### config.mk
export PLATFORM = sky130hd
export DESIGN_NAME = serial_sub
export DESIGN_NICKNAME = d
export VERILOG_FILES = /design/src/rtl/serial_sub_pkg.sv /design/src/rtl/serial_sub_digit.sv /design/src/rtl/serial_sub.sv
export SDC_FILE = /design/constraint.sdc
export NUM_CORES = 1
export LEC_CHECK = 0
export BUFFER_PORTS_ARGS = -buffer_cell sky130_fd_sc_hd__buf_4
export CORE_ASPECT_RATIO = 0.5
export CORE_MARGIN = 8
export CORE_UTILIZATION = 37
export CTS_BUF_LIST = sky130_fd_sc_hd__clkbuf_8
export CTS_CLUSTER_SIZE = 25
export DETAILED_ROUTE_END_ITERATION = 8
export GPL_TIMING_DRIVEN = 0
export PLACE_DENSITY = 0.55
export SLEW_MARGIN = 25
export SYNTH_ARGS = -nofsm -noshare
export SYNTH_HDL_FRONTEND = slang
export SYNTH_HIERARCHICAL = 1
export SYNTH_SLANG_ARGS = --single-unit
### constraint.sdc
create_clock -name clk -period 3.2 [get_ports clk]
set_input_delay 0.64 -clock clk [delete_from_list [all_inputs] [get_ports clk]]
set_output_delay 0.64 -clock clk [all_outputs]
set_load 0.05 [all_outputs]
### src/rtl/serial_sub_pkg.sv
// Shared types and helpers for the digit-serial subtractor.
package serial_sub_pkg;

  typedef enum logic [1:0] {
    IDLE = 2'd0,
    RUN  = 2'd1,
    DONE = 2'd2
  } state_t;

  // Number of digit steps needed to cover the full operand width.
  function automatic int steps_of(input int width, input int digit);
    return width / digit;
  endfunction

  function automatic bit width_ok(input int width, input int digit);
    return (digit >= 1) && (digit <= width) && ((width % digit) == 0);
  endfunction

endpackage

### src/rtl/serial_sub_digit.sv
// Combinational DIGIT-bit ripple of full-subtractor cells: {bout, d} = a - b - bin.
module sub_digit
  import serial_sub_pkg::*;
#(
  parameter int DIGIT = 1
) (
  input  logic [DIGIT-1:0] a,
  input  logic [DIGIT-1:0] b,
  input  logic             bin,
  output logic [DIGIT-1:0] d,
  output logic             bout
);

  logic [DIGIT:0] c;

  assign c[0] = bin;

  for (genvar i = 0; i < DIGIT; i++) begin : g_cell
    assign d[i]   = a[i] ^ b[i] ^ c[i];
    assign c[i+1] = (~a[i] & b[i]) | (~(a[i] ^ b[i]) & c[i]);
  end

  assign bout = c[DIGIT];

endmodule

### src/rtl/serial_sub.sv
// Multi-cycle subtractor: diff = a - b - bin, DIGIT bits per clock, start/done handshake.
// Optional build macro SERIAL_SUB_SAT_EN: saturate to zero on unsigned underflow.
module serial_sub
  import serial_sub_pkg::*;
#(
  parameter int WIDTH = 8,
  parameter int DIGIT = 1
) (
  input  logic             clk,
  input  logic             rst_n,
  input  logic             start,
  input  logic [WIDTH-1:0] a,
  input  logic [WIDTH-1:0] b,
  input  logic             bin,
  output logic             busy,
  output logic             done,
  output logic [WIDTH-1:0] diff,
  output logic             bout,
  output logic             zero
);

  localparam int STEPS = steps_of(WIDTH, DIGIT);
  localparam int CNT_W = (STEPS > 1) ? $clog2(STEPS) : 1;

  if (!width_ok(WIDTH, DIGIT)) begin : g_bad_width
    $error("serial_sub: WIDTH must be a non-zero multiple of DIGIT");
  end

  state_t           state, state_nx;
  logic [CNT_W-1:0] cnt;
  logic [WIDTH-1:0] a_sh, b_sh, diff_q;
  logic             brw, zero_q;

  logic [DIGIT-1:0] d_dig;
  logic             brw_dig;
  logic             last;
  logic [WIDTH-1:0] diff_sh, diff_fin;

  sub_digit #(.DIGIT(DIGIT)) u_digit (
    .a    (a_sh[DIGIT-1:0]),
    .b    (b_sh[DIGIT-1:0]),
    .bin  (brw),
    .d    (d_dig),
    .bout (brw_dig)
  );

  assign last    = (state == RUN) && (cnt == CNT_W'(STEPS - 1));
  // New digit enters at the MSB end, so after STEPS shifts the LSB digit sits at bit 0.
  assign diff_sh = (diff_q >> DIGIT) | (WIDTH'(d_dig) << (WIDTH - DIGIT));

`ifdef SERIAL_SUB_SAT_EN
  assign diff_fin = brw_dig ? '0 : diff_sh;
`else
  assign diff_fin = diff_sh;
`endif

  always_comb begin
    state_nx = state;
    case (state)
      IDLE:    if (start) state_nx = RUN;
      RUN:     if (last) state_nx = DONE;
      DONE:    state_nx = IDLE;
      default: state_nx = IDLE;
    endcase
  end

  always_ff @(posedge clk) begin
    if (!rst_n) state <= IDLE;
    else        state <= state_nx;
  end

  always_ff @(posedge clk) begin
    if (!rst_n) begin
      cnt    <= '0;
      a_sh   <= '0;
      b_sh   <= '0;
      brw    <= 1'b0;
      diff_q <= '0;
      zero_q <= 1'b0;
    end else begin
      case (state)
        IDLE: begin
          if (start) begin
            a_sh <= a;
            b_sh <= b;
            brw  <= bin;
            cnt  <= '0;
          end
        end
        RUN: begin
          a_sh   <= a_sh >> DIGIT;
          b_sh   <= b_sh >> DIGIT;
          brw    <= brw_dig;
          cnt    <= cnt + CNT_W'(1);
          diff_q <= last ? diff_fin : diff_sh;
          if (last) zero_q <= (diff_fin == '0);
        end
        default: ;
      endcase
    end
  end

  assign busy = (state == RUN);
  assign done = (state == DONE);
  assign diff = diff_q;
  assign bout = brw;
  assign zero = zero_q;

endmodule
==> reports/results.ini, run 1 <==
[sta]
fin_ws_ps = 1080
rsz0062_at_grt = false
clock-skew-final_ps = 4.30
fin_tns_setup_ps = 0
period_minus_slack_ps = 2120
max_freq_mhz = 472
slew_viol_final = 0
final-hold-violation-count = 0
tightest_slew_ps = 449
finalCritPeriodShare_pct = 66.2
setup_viol = 0
slew_headroom_pct = 70.1

[floorplan]
io_pins = 32
die_h_um = 59.7
die_width_um = 103
die-area_um2 = 6180
core_region_area_um2 = 3780
rows = 16
initial_core_util_pct = 37.4

[grt]
grt_pass1_vias = 1153
grt_max_degree = 11
grt_usage_pct = 11.5
antenna_found_initial = 0
grt_overflow = 0
grt_pass1_wl_um = 5510

[placement]
port_buffers = 31
pre_cts_ws_ps = 1360
gp_congestion = 0.708
dp_hpwl_um = 2520

[clock_network]
path_clk_slew_ps = 70
postCtsHoldBufs = 0
clockBufferDepth = 2
root_buffer = clkbuf_8
cts_setup_buffers = 0
cts_tree = built
insertion_delay_ps = 270
cts-buffers-inserted = 5
post_cts_resized = 0
htreeDepth = 2
cts_sinks = 31

[power]
pwr-share-comb_pct = 17.1
peakVddDrop_mv = 0.210
power_frac_clock_pct = 33.5
sequentialPowerShare_pct = 49.4
leakagePower_nw = 0.750
p_int_w = 0.000619
finalPower_w = 0.000857
p_sw_share_pct = 27.8
power_switching_w = 0.000238
p_per_area_nw_per_um2 = 477

[critical_path]
crit_type = flip-flop to output port
endpoint_kind = output port
critPathMaxFanout = 10
crit_path_start_kind = flip-flop
cp_data_required_time_ps = 2560
critical_path_arrival_ps = 1480

[run]
cap_violations = 0

[synth]
async_flop_share_pct = 0
synth_cell_type_count = 29
synth_seq_cells = 31
synth.most_common_cell = nand2_1
synth_top_area_share_pct = 43.9
ys_warn_count = 6
netlist_instances = 157
synth.net_count = 180
synth_top_cell_by_area = dfxtp_1
synth_area_leaders = dfxtp_1 (44%), a21oi_2 (11%), nand2_1 (8.8%)
ys.flop_type = dfxtp_1
syn-cell-area_um2 = 1420
avgSynthCellArea_um2 = 9.01
synth_enable_flop_cells = 0
yosysSeqAreaShare_pct = 43.9
synth_commonest_cells = nand2_1 (33), dfxtp_1 (31), a21oi_2 (18)

[final_layout]
seq_area_um2 = 621
final_nets = 218
fillers = 384
area_growth_pct = 27.0
multi_input_area_um2 = 683
n_antenna_cell = 0
drive_gt1_share_pct = 34.2

[detailed_routing]
dr.pass1.iters = 5
postRouteAntennaNets = 0
drc = 0
first_iter_violations = 36
routed_wl_um = 3310
avgRoutedWirePerCell_um = 13.2
num_vias = 1181
vias_per_cell = 4.72

[outcome]
status = finished, final reports clean

[hold_path]
hp-class = flip-flop to flip-flop

registers in the layout (all words and copies together) (netlist names):
name,count
bout,1
state,2
zero,1
a_sh,8
diff,8
b_sh,8
cnt,3
cell type report:
type | count | area share (%)
multi-input combinational | 110 | 38.0
sequential | 31 | 34.5
timing repair buffer | 31 | 13.0
buffer | 11 | 5.01
clock buffer | 5 | 3.83
tap | 54 | 3.76
inverter | 5 | 1.18
clock inverter | 3 | 0.696
stage by stage:
step                cells  util, %  hold WS (ps)  cell area [um^2]
finish                250     47.5           475              1800
global route          250     47.5           506              1800
CTS                   250     47.5           480              1800
detailed placement    242     45.3           470              1720
global placement      242     45.3           455              1720
floorplan             157        -           454              1420
cell usage in the layout, fill, tap and decap left out, types with 2 or more instances in the layout:
master and count:
nor3b_1 2, nor2b_1 4, buf_2 2, a21boi_1 7
buf_6 2, buf_4 32, inv_1 6, a21oi_2 18
nor4_1 2, clkbuf_8 5, a21oi_1 13, nand2_1 33
dfxtp_1 31, o21ai_0 15, clkbuf_1 4, a22oi_1 4
ha_1 2
per-layer routing:
layer / up-vias / share of wire (%) / routed length (um) / track usage, %
met3: 2 / 6.5 / 215 / 4.76
li1: 614 / - / - / -
met5: - / 0 / 0 / 0
met4: 0 / 0.76 / 25 / 2.44
met1: 543 / 52 / 1720 / 15.4
met2: 22 / 41 / 1350 / 16.7
worst paths after layout:
path / start / to / slack, ps / depth (start not counted)
hold reg to reg: diff[0]$_SDFFE_PN0P_ / diff[0]$_SDFFE_PN0P_ / 470 / 2
hold / removal: diff[0]$_SDFFE_PN0P_ / diff[0]$_SDFFE_PN0P_ / 470 / 2
setup / recovery: state[0]$_SDFFE_PN0P_ / busy / 1080 / 6
setup reg to reg: state[0]$_SDFFE_PN0P_ / a_sh[1]$_SDFFE_PN0P_ / 1810 / 4
logic make-up after synthesis:
| logic type | after synthesis | synth area share (%) |
|---|---|---|
| compound gates | 62 | 30.5 |
| flops | 31 | 43.9 |
| simple gates | 44 | 13.9 |
| buf+inv | 16 | 7.87 |
| fa+ha+maj | 3 | 3.18 |
| mux | 1 | 0.707 |
worst max-delay path, stage by stage (launching register included):
cell and delay [ps]:
dfxtp_1 440, nand2b_1 100, buf_6 140, inv_4 50, buf_8 130, buf_6 150
buf_4 200
power groups by stage:
stage	Sequential [W]	Combinational, W	Clock (W)
after floorplan	0.000439	0.0000917	0
final	0.000424	0.000146	0.000287
after global placement	0.000431	0.000144	0
after CTS	0.000424	0.000148	0.000293
after detailed placement	0.000432	0.000147	0
after global routing	0.000426	0.000163	0.000314
(Power assumes the default switching activity.)
==> inputs of run 2 (changes only) <==
--- a/config.mk
+++ b/config.mk
@@ -5,6 +5,7 @@
 export SDC_FILE = /design/constraint.sdc
 export NUM_CORES = 1
 export LEC_CHECK = 0
+export ABC_AREA = 1
 export BUFFER_PORTS_ARGS = -buffer_cell sky130_fd_sc_hd__buf_4
 export CORE_ASPECT_RATIO = 0.5
 export CORE_MARGIN = 8
==> constraint.sdc (replaced) <==
create_clock -name clk -period 2.1 [get_ports clk]
set_input_delay 0.42 -clock clk [delete_from_list [all_inputs] [get_ports clk]]
set_output_delay 0.42 -clock clk [all_outputs]
set_load 0.05 [all_outputs]
==> run 2 against run 1 <==
Compared with the run above:
- power up 86%
- critical path depth down 2
- register-to-register slack got worse by 1000 ps
- worst hold slack worse by 64 ps
- via count up 17%
- largest cell class unchanged
- largest power group unchanged
==> reports/results.ini, run 2 <==
[final_layout]
final_nets = 291  ; +33%
multi_input_area_um2 = 699  ; +2.4%
area_growth_pct = 28.7
fillers = 422  ; +9.9%
stdcell_area_um2 = 1870  ; +4.2%
final_common_cell = nand2_1
seq_area_um2 = 621  ; unchanged
mostFrequentLayoutCells = nand2_1 (88), nor2_1 (58), buf_4 (35)
final_cells = 323  ; +29%
drive_gt1_share_pct = 18.2  ; -16 points
n_antenna_cell = 0  ; unchanged

[grt]
antenna_found_initial = 0  ; unchanged
grt_overflow = 0  ; unchanged
grt_pass1_vias = 1284  ; +11%
grt_pass1_wl_um = 5700  ; +3.5%
grt_max_degree = 11  ; unchanged
grt_usage_pct = 11.4  ; -0.13 points

[synth]
netlist_instances = 230  ; +46%
synthXorXnorAreaFrac_pct = 0  ; unchanged
synth_enable_flop_cells = 0  ; unchanged
synth_commonest_cells = nand2_1 (88), nor2_1 (58), dfxtp_1 (31)
synth_seq_cells = 31  ; unchanged
synth.most_common_cell = nand2_1
synth_top_family_by_area = simple AND/OR/NAND/NOR gates
muxShareOfSynthArea_pct = 0  ; -0.71 points
yosysSeqAreaShare_pct = 42.6  ; -1.2 points
synth.net_count = 253  ; +41%
synth_cell_type_count = 15  ; -48%
synth_area_leaders = dfxtp_1 (43%), nand2_1 (23%), nor2_1 (15%)
avgSynthCellArea_um2 = 6.33  ; -30%
syn-cell-area_um2 = 1460  ; +2.8%
ys_warn_count = 6  ; unchanged
synth_compound_area_share_pct = 5.42  ; -25 points
synth_top_area_share_pct = 42.6  ; -1.2 points
synth_top_cell_by_area = dfxtp_1
ys.flop_type = dfxtp_1
synth_simple_gate_area_share_pct = 39.6  ; +26 points
synthAdderAreaFrac_pct = 3.10  ; -0.088 points
async_flop_share_pct = 0  ; unchanged

[hold_path]
min-delay-start = b[7]
worstHoldEndpoint = b_sh[7]$_SDFFE_PN0P_
hp-class = primary input to flip-flop
min_path_cells = 3  ; +1

[detailed_routing]
drc = 0  ; unchanged
num_vias = 1381  ; +17%
dr.pass1.iters = 4  ; -1
postRouteAntennaNets = 0  ; unchanged
first_iter_violations = 47  ; +31%
routed_wl_um = 3330  ; +0.63%
avgRoutedWirePerCell_um = 10.3  ; -22%
vias_per_cell = 4.28  ; -9.5%

[sta]
period_minus_slack_ps = 1890
fin_tns_setup_ps = 0  ; unchanged
clock-skew-final_ps = 7.73  ; +3.44 ps
finalCritPeriodShare_pct = 90.2
slew_viol_final = 0  ; unchanged
rsz0062_at_grt = false
setup_viol = 0  ; unchanged
slew_headroom_pct = 65.7  ; -4.3 points
fin_ws_ps = 206  ; -876 ps
max_freq_mhz = 528
tightest_slew_ps = 514  ; +65.0 ps
final-hold-violation-count = 0  ; unchanged

[clock_network]
cts_setup_buffers = 0  ; unchanged
htreeDepth = 2  ; unchanged
post_cts_resized = 0  ; unchanged
path_clk_slew_ps = 70  ; about the same
cts_sinks = 31  ; unchanged
root_buffer = clkbuf_8
cts_tree = built
insertion_delay_ps = 280  ; about the same
postCtsHoldBufs = 0  ; unchanged
clockBufferDepth = 2  ; unchanged
cts-buffers-inserted = 5  ; unchanged

[floorplan]
die-area_um2 = 6320  ; +2.2%
core_region_area_um2 = 3840  ; +1.6%
initial_core_util_pct = 37.9  ; +0.46 points
io_pins = 32  ; unchanged
die_width_um = 105  ; +1.2%
die_h_um = 60.3  ; +1.0%
rows = 16  ; unchanged

[placement]
dp_cells = 315  ; +30%
pre_cts_ws_ps = 522  ; -839 ps
placed_area_um2 = 1760  ; +2.3%
dp_hpwl_um = 2400  ; -4.9%
port_buffers = 31  ; unchanged
gp_congestion = 0.704  ; -0.55%

[critical_path]
critical_path_arrival_ps = 1470  ; about the same
cp_data_required_time_ps = 1680  ; -880 ps
r2r_setup_slack_ps = 800  ; -1010 ps
r2r_start = state[0]$_SDFFE_PN0P_
reg2reg_depth = 7  ; +3
endpoint_kind = output port
critPathMaxFanout = 10  ; unchanged
path_common_cell = buf_4
max_stage_delay_ps = 410  ; -30 ps
cp_slowest_cell = dfxtp_1
r2r-end = a_sh[6]$_SDFFE_PN0P_
crit_start = state[0]$_SDFFE_PN0P_
critical-path-top-delay-family = buffers and inverters
crit_path_start_kind = flip-flop
critPathBufInv = 3  ; -2
crit_type = flip-flop to output port
path_cells = inv_1 > nor2_4 > buf_4 > buf_4

[run]
cap_violations = 0  ; unchanged

[power]
peakVddDrop_mv = 0.329  ; +57%
p_per_area_nw_per_um2 = 850  ; +78%
leakagePower_nw = 0.963  ; +28%

[outcome]
status = finished, final reports clean

## run 2: routing by layer
metal	part of all wire, %	vias to the layer above	GRT usage [%]
li1	-	759	-
met1	50	592	13.2
met2	42	26	18.4
met3	6.8	4	4.34
met4	1.4	0	6.02
met5	0	-	0
## run 2: area by class of cell
type / count / area share [%]
repair buffers: 31 / 12.4
plain buffers: 9 / 2.81
clock buffers: 6 / 4.41
multi-input cells: 168 / 37.3
flip-flops and latches: 31 / 33.1
inverters: 22 / 4.41
well taps: 54 / 3.61
clock inverters: 2 / 1.87
## run 2: report_power, final
| group | internal, W | total (W) | leakage [nW] | switching [W] |
|---|---|---|---|---|
| combinational | 0.000120 | 0.000317 | 0.646 | 0.000197 |
| sequential | 0.000635 | 0.000664 | 0.256 | 0.0000294 |
| clock | 0.000384 | 0.000611 | 0.0612 | 0.000227 |
## run 2: how the worst max path moves through the flow
stage | endpoint | depth (start not counted) | slack [ps]
finish | busy | 4 | 210
global placement | busy | 4 | 530
CTS | busy | 4 | 210
global route | busy | 4 | 130
floorplan | zero$_SDFFE_PN0P_ | 7 | 500
detailed placement | busy | 4 | 520
## run 2: logic make-up (layout without fill, tap and decap cells)
family | after synthesis | count (layout)
AND/OR/NAND/NOR | 150 | 150
flip-flops | 31 | 31
adder cells (fa/ha/maj) | 3 | 3
buffers and inverters | 31 | 70
AO/OA/AOI/OAI | 15 | 15
## run 2: worst min-delay path, stage by stage
cell and delay (ps):
buf_4 110, nand3_1 70, a21oi_1 60
## run 2: through the flow
step / power, W / utilization [%] / hold WS, ps
finish: 0.00159 / 48.7 / 411
global route: 0.00169 / 48.7 / 428
CTS: 0.00161 / 48.7 / 405
detailed placement: 0.000998 / 45.7 / 461
global placement: 0.000994 / 45.7 / 454
floorplan: 0.000898 / - / 440
